### config.mk
export PLATFORM = sky130hd
export DESIGN_NAME = snake_move_ctrl
export DESIGN_NICKNAME = d
export VERILOG_FILES = /design/src/rtl/snake_move_ctrl.sv
export SDC_FILE = /design/constraint.sdc
export NUM_CORES = 1
export LEC_CHECK = 0
export BUFFER_PORTS_ARGS = -buffer_cell sky130_fd_sc_hd__buf_2
export CELL_PAD_IN_SITES_DETAIL_PLACEMENT = 1
export CELL_PAD_IN_SITES_GLOBAL_PLACEMENT = 2
export CORE_MARGIN = 2
export CORE_UTILIZATION = 33
export CTS_CLUSTER_SIZE = 28
export DETAILED_ROUTE_END_ITERATION = 10
export HOLD_SLACK_MARGIN = 0.15
export PLACE_DENSITY_LB_ADDON = 0.1
export REMOVE_ABC_BUFFERS = 1
export SLEW_MARGIN = 40
export SYNTH_ARGS = -nofsm -noshare
export SYNTH_HDL_FRONTEND = slang
export SYNTH_SLANG_ARGS = --single-unit
### constraint.sdc
create_clock -name clk -period 5.25 [get_ports clk]
set_clock_uncertainty 0.2 [all_clocks]
set_input_delay 0.525 -clock clk [delete_from_list [all_inputs] [get_ports clk]]
set_output_delay 0.525 -clock clk [all_outputs]
set_load 0.01 [all_outputs]
### src/rtl/snake_move_ctrl.sv
// ---------------------------------------------------------------------------
// snake_move_ctrl
//
// Upstream control stage for the snake-head X/Y position counters.
// Divides the system clock down to a game-move tick, turns button presses
// into a committed heading (a 180 degree reversal is never accepted), and on
// every tick issues one step or one wrap-load command to the counter of the
// axis the snake is moving along. The counters' current values come back in
// on x_pos / y_pos and decide between stepping and wrapping.
//
// Ports
//   clk        system clock
//   reset      synchronous, active-low reset
//   btn_up     button levels, already synchronised to clk
//   btn_down
//   btn_left
//   btn_right
//   pause      1 = freeze the divider and suppress all move commands
//   x_pos      current X counter value
//   y_pos      current Y counter value
//   tick       one-cycle move strobe
//   dir        committed heading: 0 RIGHT, 1 LEFT, 2 UP, 3 DOWN
//   step_x     one-cycle X step enable, direction given by x_down
//   x_down     X step direction (1 = decrement), held between commands
//   x_sel      one-cycle X load strobe, value on x_in
//   x_in       X load value, held between commands
//   step_y     one-cycle Y step enable, direction given by y_down
//   y_down     Y step direction (1 = decrement, i.e. UP), held
//   y_sel      one-cycle Y load strobe, value on y_in
//   y_in       Y load value, held between commands
// ---------------------------------------------------------------------------
module snake_move_ctrl #(
    parameter int WIDTH    = 8,
    parameter int X_MAX    = 31,
    parameter int Y_MAX    = 23,
    parameter int TICK_DIV = 1000000,
    parameter int TICK_W   = 24
) (
    input  logic             clk,
    input  logic             reset,
    input  logic             btn_up,
    input  logic             btn_down,
    input  logic             btn_left,
    input  logic             btn_right,
    input  logic             pause,
    input  logic [WIDTH-1:0] x_pos,
    input  logic [WIDTH-1:0] y_pos,
    output logic             tick,
    output logic [1:0]       dir,
    output logic             step_x,
    output logic             x_down,
    output logic             x_sel,
    output logic [WIDTH-1:0] x_in,
    output logic             step_y,
    output logic             y_down,
    output logic             y_sel,
    output logic [WIDTH-1:0] y_in
);

    typedef enum logic [1:0] {
        RIGHT = 2'd0,
        LEFT  = 2'd1,
        UP    = 2'd2,
        DOWN  = 2'd3
    } heading_t;

    localparam logic [TICK_W-1:0] TICK_LAST = TICK_W'(TICK_DIV - 1);
    localparam logic [WIDTH-1:0]  X_MAX_V   = WIDTH'(X_MAX);
    localparam logic [WIDTH-1:0]  Y_MAX_V   = WIDTH'(Y_MAX);

    // Headings are encoded so that opposite directions share bit 1 and
    // differ only in bit 0 (RIGHT/LEFT = 0x, UP/DOWN = 1x).
    function automatic logic is_reverse(input heading_t a, input heading_t b);
        return (a[1] == b[1]) && (a[0] != b[0]);
    endfunction

    // Feedback beyond the legal range counts as sitting on the far edge,
    // so a corrupted counter still wraps back to 0 instead of running away.
    function automatic logic at_high_edge(input logic [WIDTH-1:0] pos,
                                          input logic [WIDTH-1:0] lim);
        return pos >= lim;
    endfunction

    function automatic logic at_low_edge(input logic [WIDTH-1:0] pos);
        return pos == '0;
    endfunction

    logic [TICK_W-1:0] div_cnt;
    logic [3:0]        btn_prev;      // {up, down, left, right}
    logic [3:0]        btn_now;
    logic [3:0]        btn_rise;
    heading_t          dir_q;
    heading_t          pending;
    heading_t          press_dir;
    heading_t          ref_dir;
    logic              press_vld;
    logic              press_ok;
    logic              commit;

    assign btn_now = {btn_up, btn_down, btn_left, btn_right};
    assign dir     = dir_q;

    // A tick that lands while paused is swallowed: no commit, no strobe.
    assign commit  = tick && !pause;

    // Rising-edge press decode with fixed priority up > down > left > right.
    always_comb begin
        btn_rise  = btn_now & ~btn_prev;
        press_vld = |btn_rise;
        press_dir = RIGHT;
        if (btn_rise[3]) begin
            press_dir = UP;
        end else if (btn_rise[2]) begin
            press_dir = DOWN;
        end else if (btn_rise[1]) begin
            press_dir = LEFT;
        end else if (btn_rise[0]) begin
            press_dir = RIGHT;
        end
    end

    // In the commit cycle the heading about to become current is the one a
    // new press must not reverse; otherwise it is the committed heading.
    always_comb begin
        ref_dir  = commit ? pending : dir_q;
        press_ok = press_vld && !is_reverse(press_dir, ref_dir);
    end

    // Stage boundary: divider, heading registers and move command outputs.
    always_ff @(posedge clk) begin
        if (!reset) begin
            div_cnt  <= '0;
            tick     <= 1'b0;
            btn_prev <= '0;
            dir_q    <= RIGHT;
            pending  <= RIGHT;
            step_x   <= 1'b0;
            x_down   <= 1'b0;
            x_sel    <= 1'b0;
            x_in     <= '0;
            step_y   <= 1'b0;
            y_down   <= 1'b0;
            y_sel    <= 1'b0;
            y_in     <= '0;
        end else begin
            btn_prev <= btn_now;

            // Strobes default low; each is raised for a single cycle below.
            tick   <= 1'b0;
            step_x <= 1'b0;
            x_sel  <= 1'b0;
            step_y <= 1'b0;
            y_sel  <= 1'b0;

            if (!pause) begin
                if (div_cnt == TICK_LAST) begin
                    div_cnt <= '0;
                    tick    <= 1'b1;
                end else begin
                    div_cnt <= div_cnt + TICK_W'(1);
                end
            end

            if (commit) begin
                dir_q <= pending;
                unique case (pending)
                    RIGHT: begin
                        if (at_high_edge(x_pos, X_MAX_V)) begin
                            x_sel <= 1'b1;
                            x_in  <= '0;
                        end else begin
                            step_x <= 1'b1;
                            x_down <= 1'b0;
                        end
                    end
                    LEFT: begin
                        if (at_low_edge(x_pos)) begin
                            x_sel <= 1'b1;
                            x_in  <= X_MAX_V;
                        end else begin
                            step_x <= 1'b1;
                            x_down <= 1'b1;
                        end
                    end
                    UP: begin
                        if (at_low_edge(y_pos)) begin
                            y_sel <= 1'b1;
                            y_in  <= Y_MAX_V;
                        end else begin
                            step_y <= 1'b1;
                            y_down <= 1'b1;
                        end
                    end
                    DOWN: begin
                        if (at_high_edge(y_pos, Y_MAX_V)) begin
                            y_sel <= 1'b1;
                            y_in  <= '0;
                        end else begin
                            step_y <= 1'b1;
                            y_down <= 1'b0;
                        end
                    end
                endcase
            end

            // Last accepted press before the tick wins; a press in the commit
            // cycle itself is queued for the following tick.
            if (press_ok) begin
                pending <= press_dir;
            end
        end
    end

endmodule

# Yosys cells after proc, flatten, opt, wreduce, memory -nomap -nowiden
# Cells that the tools add are included.
# W data, S select, Z words.
# op_classes
addsub	1
multipliers	0
div	0
order_cmp	2
eq_ne	14
n_shift	0
n_mux	30
n_bitwise	3
n_reduce_logical	17
# op_table
op	n
$mux W8	4
$pmux W8 S2	2
$add A24 B1 Y24 const B	1
$eq A24 B20 Y1 const B	1
$mux W24	1
$ge A8 B5 Y1 const B	2
$logic_not A8 Y1	2
$ne A2 B2 Y1 const B	8
$reduce_and A4 Y1	4
$mux W1	14
$pmux W1 S2	6
$mux W2	3
$and A4 B4 Y4	1
$eq A2 B2 Y1 const B	2
$not A4 Y4	1
$reduce_bool A2 Y1	2
$reduce_or A4 Y1	1
$logic_and A1 B1 Y1	3
$eq A2 B1 Y1 const B	1
$logic_not A1 Y1	2
$logic_not A2 Y1	1
$reduce_and A2 Y1	1
$reduce_or A2 Y1	1
$eq A1 B1 Y1	1
2 further kinds	2
# word_totals
regBits	55
latch_bits	0
mem_bits_rw	0
mem_bits_ro	0
in_bits	23
output_inout_bits	25
elab_cells	80
mem_count	0

# Depth between registers and ports, before layout
# Gate-level depths: netlist of the first run.
# depth
depth_word	9
ltp_mapped	7
depth_no_buf	6

# Worst setup path before layout of the first run
# OpenSTA, ideal clock, no wires.
# synth_timing
kind	input to register
startpoint	input pause
endpoint	register div_cnt[22]
setup_time_ns	0.116
arrival_time_ns	1.770
required_time_ns	4.934
setup_slack_ns	3.164
cell_stages	6
path_buffers	1
path_cell_list	nand3b_1 or4_1 buf_2 nor4_4 xnor2_1 nor2_2
# synth_rtl
element	line	text
start, declared	45	input logic pause,
end signal, assigned	160	div_cnt <= div_cnt + TICK_W'(1);
end, declared	88	logic [TICK_W-1:0] div_cnt;

# Worst setup path in the final report of the first run
# layout_timing
startpoint	register div_cnt[0]
endpoint	register div_cnt[22]
# layout_between
elab_chain_len	2
word_cells_on_any_way	3
classes_between	add/sub: 1; eq/ne: 1; mux: 1
# layout_lines
element	line	text
$add A24 B1 Y24 or $eq A24 B20 Y1 (tied branches)	160, 156	
$mux W24 (*)	156	if (div_cnt == TICK_LAST) begin
# Mark *: on every way between the ends. The rest lies on a longest branch, timed or not.
# A chain may end at the register's enable or synchronous reset.

==> flow_metrics.tcl, run 1 <==
set metrics [dict create \
    dpl_worst_slack_ps 2773 \
    htreeDepth 2 \
    worstSetupStartpoint "div_cnt[0]" \
    nets 297 \
    insertion_delay_ps 290 \
    final_common_cell "dfxtp_1" \
    yosys.area_share.adder 0.006150 \
    nFillCells 750 \
    routed.top_layer "met4" \
    synth-simple-area-share 0.3198 \
    max_slew_margin 0.6319 \
    drive_gt1_frac 0.2007 \
    slew_violations 0 \
    grt_overflow 0 \
    finalSetupTns_ps 0 \
    p_leak_nw 0.9273 \
    post_dp_cell_area_um2 2210 \
    avgSynthCellArea_um2 8.372 \
    synth_top_family_by_area "simple AND/OR/NAND/NOR gates" \
    period_needed_ps 2237 \
    rsz0062_at_grt "no" \
    min_period_over_period 0.4261 \
    drt_iter0_markers 28 \
    synth_xor_area_frac 0.1033 \
    wl_met2_um 2132 \
    num_io_pins 48 \
    arrival_ps 2210 \
    critPathKind "flop to flop" \
    clock_path_buffers 2 \
    post-synth-top-area-cell "dfxtp_1" \
    max_slew.worst_pin.slew_ps 551.4 \
    register_area_um2 820.8 \
    numCtsBuffers 5 \
    required_ps 5220 \
    die_area_um2 6809 \
    area.growth.synth_to_final_pct 13.59 \
    finalSetupViolations 0 \
    antenna_left 0 \
    worst_setup_path_start_kind "flop" \
    min_from "btn_down" \
    place_inst 341 \
    seq_area_frac_synth 0.4034 \
    viasPerCell 4.782 \
    setup_ws_ps 3013 \
    hold_class "input pin to flop" \
    synth_cell_type_count 40 \
    port-buffer-count 40 \
    ctsHoldBuffers 0 \
    powerDensity_nw_per_um2 252.9 \
    grt_pass1_vias 1578 \
    regToRegStartpoint "div_cnt[0]" \
    core_area_um2 5956 \
    num_rows 28 \
    drc 0 \
    end_kind "flop" \
    final_cell_mix "dfxtp_1 (41), buf_2 (40), nor2_1 (37)" \
    yosys.area.top_type_share 0.4034 \
    m1WireLength_um 2087 \
    hold-worst-slack_ps 243.8 \
    cts_setup_buffers 0 \
    synth_compound_area_frac 0.07011 \
    initial_utilization 0.3416 \
    post_drt_wl_per_cell_um 12.65 \
    wirelength_um 4414 \
    vias 1669 \
    antenna_found_initial 0 \
    die_y_um 82.52 \
    drt_pass1_iterations 4 \
    cts-root-buf "clkbuf_8" \
    synthMuxAreaShare 0.009840 \
    wl_met3_um 148 \
    multiInputGateArea_um2 1065 \
    synth_area_um2 2034 \
    crit_fanout 6 \
    post_cts_resized 0 \
    ys_top_cells_by_area "dfxtp_1 (40%), xnor2_1 (8.6%), nor2_1 (6.8%)" \
    yosys_register_bits 41 \
    antenna_cells 0 \
    cts.clk_slew.worst_paths_ps 80 \
    gp_congestion 0.7217 \
    dp.final_hpwl_um 3149 \
    max_freq_mhz 447.1 \
    status "finished, final reports clean" \
    hold_viol 0 \
    cap_violations 0 \
    ir_worst_vdd_mv 0.1699 \
    synth_cells 243 \
    track_usage 0.1420 \
    die_w_um 82.52 \
    grt_pass1_wl_um 7334 \
    grt_max_degree 25 \
    final_cells 349 \
    cts_tree "done" \
    ys_warn_count 0 \
    cts.sinks 41 \
    design_area_um2 2311 \
]
-- synthesized netlist by cell type --
master,instances
a211o_1,1
a21bo_2,1
a21boi_0,1
a21oi_1,7
a311oi_1,1
a31oi_1,1
and2_1,6
and2b_1,3
and3_1,7
buf_2,4
buf_4,14
clkbuf_1,5
conb_1,1
dfxtp_1,41
ha_1,1
inv_1,8
mux2i_1,2
nand2_1,14
nand2b_1,5
nand3_1,8
nand3_2,1
nand3b_1,2
nand4_1,4
nand4b_1,1
nor2_1,37
nor2_2,1
nor2b_1,4
nor3_1,14
nor4_1,4
nor4_2,1
nor4_4,2
nor4b_1,1
o211ai_1,1
o21ai_0,8
o311a_1,1
o31a_1,1
or3_1,2
or4_1,3
xnor2_1,20
xor2_1,4
-- power by group --
| part | total (mW) | switching [mW] | internal [mW] |
|---|---|---|---|
| registers | 0.321 | 0.00525 | 0.315 |
| clock network | 0.228 | 0.109 | 0.119 |
| logic | 0.0356 | 0.0201 | 0.0155 |
-- state kept, by name (all words and copies together) (netlist names) --
name      flops
btn_prev      4
dir           2
div_cnt      24
pending       2
step_x        1
step_y        1
tick          1
x_down        1
x_in          1
x_sel         1
y_down        1
y_in          1
y_sel         1
-- path summary, 6_finish.rpt --
kind / slack, ps / cells after the start / endpoint
max: 3010 / 6 / div_cnt[22]
min: 240 / 2 / btn_prev[2]
max reg2reg: 3010 / 6 / div_cnt[22]
min reg2reg: 270 / 2 / x_down
-- worst max-delay path, stage by stage (launching register included) --
cell and delay, ps:
dfxtp_1 390, ha_1 190, nand3b_1 120, or4_1 690
nor4_4 320, xnor2_1 170, nor2_2 40
-- stage by stage --
step                  util  total power [mW]
finish              0.3880            0.5845
global route        0.3880            0.6185
CTS                 0.3880            0.5977
detailed placement  0.3710            0.3639
global placement    0.3706            0.3630
floorplan                -            0.3463
-- layout make-up --
cell class              count  area share
inverters                   8     0.01299
clock inverters             1    0.002166
well taps                  75     0.04061
flip-flops and latches     41      0.3552
multi-input cells         177      0.4607
clock buffers               7     0.04169
repair buffers             40     0.08663
-- logic make-up (layout without fill, tap and decap cells) --
family / after synthesis / after routing
flip-flops: 41 / 41
XOR/XNOR: 24 / 24
AND/OR/NAND/NOR: 120 / 120
multiplexers: 2 / 2
AO/OA/AOI/OAI: 23 / 23
adder cells (fa/ha/maj): 1 / 1
buffers and inverters: 31 / 56
other: 1 / 7
-- per-layer routing --
layer / vias up / GRT usage
met2: 23 / 0.2476
met1: 782 / 0.1688
li1: 857 / -
met4: 0 / 0.04426
met3: 7 / 0.03913
met5: - / 0
No activity file was read; power rests on OpenSTA's default activity.
==> run 2, diff against run 1 <==
Settings changed: CORE_UTILIZATION 33 to 31.
Clock period 5.25 ns to 2.1 ns, I/O delays scaled along.
==> flow_metrics.tcl, run 2 (synthesized netlist as in run 1, its figures left out) <==
set metrics [dict create \
    final_cells 373 \
    drt_iter0_markers 77 \
    setup_ws_ps 124.0 \
    use_met2 0.2337 \
    drc 0 \
    vias 1741 \
    arrival_ps 1960 \
    drive_gt1_frac 0.2432 \
    antenna_cells 0 \
    min_from "x_pos[3]" \
    top_regs "div_cnt x24, btn_prev x4" \
    cts.sinks 41 \
    regMostFlops "div_cnt" \
    nets 319 \
    ir_worst_vdd_mv 0.2915 \
    required_ps 2080 \
    regToRegStartpoint "div_cnt[0]" \
    post_dp_cell_area_um2 2320 \
    htreeDepth 2 \
    grt_pass1_wl_um 7707 \
    die_area_um2 7227 \
    finalSetupViolations 0 \
    grt_use_met1 0.1597 \
    min_period_over_period 0.9410 \
    num_rows 29 \
    p_leak_nw 1.041 \
    hold_class "input pin to flop" \
    cts-root-buf "clkbuf_8" \
    die_w_um 85.01 \
    crit_fanout 5 \
    grt_max_degree 25 \
    area.growth.synth_to_final_pct 25.46 \
    period_needed_ps 1976 \
    antenna_left 0 \
    cap_violations 0 \
    initial_utilization 0.3204 \
    rsz0062_at_grt "no" \
    fin_util 0.4020 \
    busiest_layer "met2" \
    max_freq_mhz 506.1 \
    worst_setup_path_start_kind "input pin" \
    wirelength_um 4562 \
    cts_tree "done" \
    hold_viol 0 \
    post_drt_wl_per_cell_um 12.23 \
    worstSetupStartpoint "btn_down" \
    drt_pass1_iterations 4 \
    gp_congestion 0.7395 \
    dpl_worst_slack_ps -94.18 \
    track_usage 0.1319 \
    largest_reg_flops 24 \
    dp.final_hpwl_um 3312 \
    grt_pass1_vias 1647 \
    end_kind "flop" \
    grt_overflow 0 \
    max_slew.worst_pin.slew_ps 572.3 \
    final_cell_mix "dfxtp_1 (40), buf_2 (40), nor2_1 (37)" \
    clock_path_buffers 2 \
    powerDensity_nw_per_um2 619.0 \
    die_y_um 85.01 \
    use_met3 0.02821 \
    antenna_found_initial 0 \
    viasPerCell 4.668 \
    cts.clk_slew.worst_paths_ps 80 \
    core_area_um2 6350 \
    design_area_um2 2552 \
    place_inst 356 \
    cts_setup_buffers 0 \
    num_io_pins 48 \
    numCtsBuffers 5 \
    max_slew_margin 0.6179 \
    insertion_delay_ps 290 \
    critPathKind "input pin to flop" \
    slew_violations 0 \
    port-buffer-count 40 \
    status "finished, final reports clean" \
]
run 2: changes by cell type in the layout (fill, tap and decap cells not counted), sizes merged:
| cell | change |
|---|---|
| dlygate4sd3 | +9 |
| buf | +13 |
| clkinvlp | +1 |
| clkbuf | -1 |
| bufinv | +1 |
| clkinv | -1 |
run 2: final timing paths:
check / endpoint / slack [ps] / cells after the start
max: pending[1] / 120 / 7
min: step_x / 200 / 6
max reg2reg: div_cnt[22] / 140 / 6
min reg2reg: x_down / 280 / 2
run 2: per-stage QoR:
stage                     TNS (ps)  hold WS (ps)  power [mW]
after floorplan                  0         123.8      0.8658
after global placement      -8.802         229.5      0.9198
after detailed placement    -190.6         236.5      0.9230
after CTS                        0         192.8       1.606
after global routing             0         229.6       1.660
final                            0         199.3       1.580
run 2: layout make-up:
class / count / area, um^2
fill: 786 / 3797
sequential: 41 / 822.0
multi-input combinational: 177 / 1084
clock inverter: 2 / 37.54
timing repair buffer: 62 / 400.4
tap: 77 / 96.34
inverter: 8 / 30.03
clock buffer: 6 / 82.58
run 2: critical path: stages:
cell	delay (ps)
dlygate4sd3_1	530
buf_2	120
nor2b_1	190
a21oi_1	350
xor2_1	180
nor4_1	60
o311a_1	320
run 2: routing by layer:
layer	vias to the layer above	part of all wire
li1	897	-
met1	807	0.47
met2	32	0.48
met3	5	0.040
met4	0	0.0090
met5	-	0
run 2: power by group:
part / switching, mW / leakage, nW / internal (mW) / total (mW)
logic: 0.0562 / 0.651 / 0.0580 / 0.114
clock network: 0.279 / 0.0574 / 0.387 / 0.666
registers: 0.0119 / 0.333 / 0.788 / 0.800
run 2: repair_timing:
action	CTS	global route
pin swaps	0	2
endpoints found under the setup margin	17	24
endpoints found under the hold margin	14	0
hold buffers	9	0
gates resized for setup	2	3
==> run 3, diff against run 2 <==
Settings changed: CTS_BUF_LIST set to sky130_fd_sc_hd__clkbuf_16.
==> flow_metrics.tcl, run 3 (synthesized netlist as in run 1, its figures left out) <==
set metrics [dict create \
    status "finished, final reports clean" \
    crit_family "compound AO/OA/AOI/OAI gates" \
    gp_congestion 0.7395 \
    final_cell_mix "dfxtp_1 (41), buf_2 (40), nor2_1 (37)" \
    p_leak_nw 1.057 \
    hold_viol 0 \
    clock_path_buffers 2 \
    critPathKind "input pin to flop" \
    register_area_um2 820.8 \
    place_inst 356 \
    regMostFlops "div_cnt" \
    slowest_stage "dlygate4sd3_1" \
    viasPerCell 4.710 \
    final_common_cell "dfxtp_1" \
    area.growth.synth_to_final_pct 27.68 \
    nFillCells 778 \
    final_cells 372 \
    insertion_delay_ps 280 \
    slew_violations 0 \
    ir_worst_vdd_mv 0.3778 \
    arrival_ps 1960 \
    cpPeakStageDelay_ps 530 \
    cts.clk_slew.worst_paths_ps 60 \
    p_sw_frac 0.2090 \
    finalSetupViolations 0 \
    cap_violations 0 \
    vias 1752 \
    crit_fanout 5 \
    grt_overflow 0 \
    num_io_pins 48 \
    rsz0062_at_grt "no" \
    core_area_um2 6350 \
    top_regs "div_cnt x24, btn_prev x4" \
    post_drt_wl_per_cell_um 12.40 \
    p_int_mw 1.402 \
    drive_gt1_frac 0.2441 \
    comb_power_share 0.064 \
    grt_max_degree 25 \
    total_power_mw 1.773 \
    cts_setup_buffers 0 \
    clockPowerShare 0.484 \
    fin_util 0.4091 \
    numCtsBuffers 5 \
    die_area_um2 7227 \
    drt_pass1_iterations 4 \
    cts-root-buf "clkbuf_16" \
    antenna_found_initial 0 \
    p_switching_mw 0.3705 \
    max_freq_mhz 501.7 \
    antenna_left 0 \
    worst_setup_path_start_kind "input pin" \
    seqPwrFrac 0.452 \
    min_period_over_period 0.9492 \
    cts.sinks 41 \
    track_usage 0.1347 \
    grt_pass1_wl_um 7824 \
    port-buffer-count 40 \
    powerDensity_nw_per_um2 682.5 \
    period_needed_ps 1993 \
    max_slew.worst_pin.slew_ps 577.4 \
    max_slew_margin 0.6145 \
    num_rows 29 \
    critPathBufInv 2 \
    initial_utilization 0.3204 \
    required_ps 2070 \
    crit_chain "dlygate4sd3_1 > buf_2 > nor2b_1 > a21oi_1 > xor2_1 > nor4_1 > o311a_1" \
    largest_reg_flops 24 \
    hold_class "input pin to flop" \
    die_w_um 85.01 \
    wirelength_um 4614 \
    htreeDepth 2 \
    drt_iter0_markers 84 \
    hold-worst-slack_ps 165.4 \
    die_y_um 85.01 \
    cts_tree "done" \
    antenna_cells 0 \
    nets 318 \
    dp.final_hpwl_um 3312 \
    grt_pass1_vias 1664 \
    multiInputGateArea_um2 1094 \
    drc 0 \
    end_kind "flop" \
]
-- run 3: power groups by stage --
stage / combinational (mW) / clock, mW / sequential [mW]
2_1_floorplan: 0.0504 / 0 / 0.815
3_3_place_gp: 0.102 / 0 / 0.818
3_5_place_dp: 0.104 / 0 / 0.819
4_1_cts: 0.116 / 0.889 / 0.801
5_1_grt: 0.128 / 0.919 / 0.803
6_report: 0.114 / 0.858 / 0.801
-- run 3: layer usage --
layer | vias up | global-route usage | part of all wire
li1 | 893 | - | -
met1 | 825 | 0.1610 | 0.45
met2 | 30 | 0.2422 | 0.51
met3 | 4 | 0.02529 | 0.039
met4 | 0 | 0.04329 | 0.0078
met5 | - | 0 | 0
-- run 3: final cells by class --
cell class,instances,share of cell area
clock inverters,3,0.01590
inverters,8,0.01156
repair buffers,61,0.1503
clock buffers,5,0.04817
flip-flops and latches,41,0.3160
well taps,77,0.03709
multi-input cells,177,0.4210
-- run 3: through the flow --
| stage | setup WS (ps) | setup TNS [ps] | instance area (um^2) |
|---|---|---|---|
| 2_1_floorplan | 24.13 | 0 | 1913 |
| 5_1_grt | 0.5282 | 0 | 2597 |
| 3_3_place_gp | -8.802 | -8.802 | 2320 |
| 3_5_place_dp | -94.18 | -190.6 | 2320 |
| 6_report | 106.6 | 0 | 2597 |
| 4_1_cts | 11.07 | 0 | 2575 |
-- run 3: worst paths after layout --
| path | from | endpoint | slack [ps] | cells after the start |
|---|---|---|---|---|
| worst max-delay path | btn_down | pending[1] | 110 | 7 |
| worst min-delay path | x_pos[2] | x_down | 170 | 5 |
| worst max register to register | div_cnt[0] | div_cnt[22] | 130 | 6 |
| worst min register to register | x_down | x_down | 280 | 2 |
-- run 3: timing repair --
item / in CTS / in global routing
endpoints found under the hold margin: 13 / 0
setup endpoints to repair: 17 / 24
pin swaps: 0 / 2
resized for setup: 2 / 4
hold buffers: 8 / 0
-- run 3: worst reg2reg max path: stages, from the launching register on --
cell and delay [ps]:
dfxtp_1 340, ha_1 170, nand3b_1 130, or4_4 510, nor4_4 310, xnor2_2 150, nor2_2 40
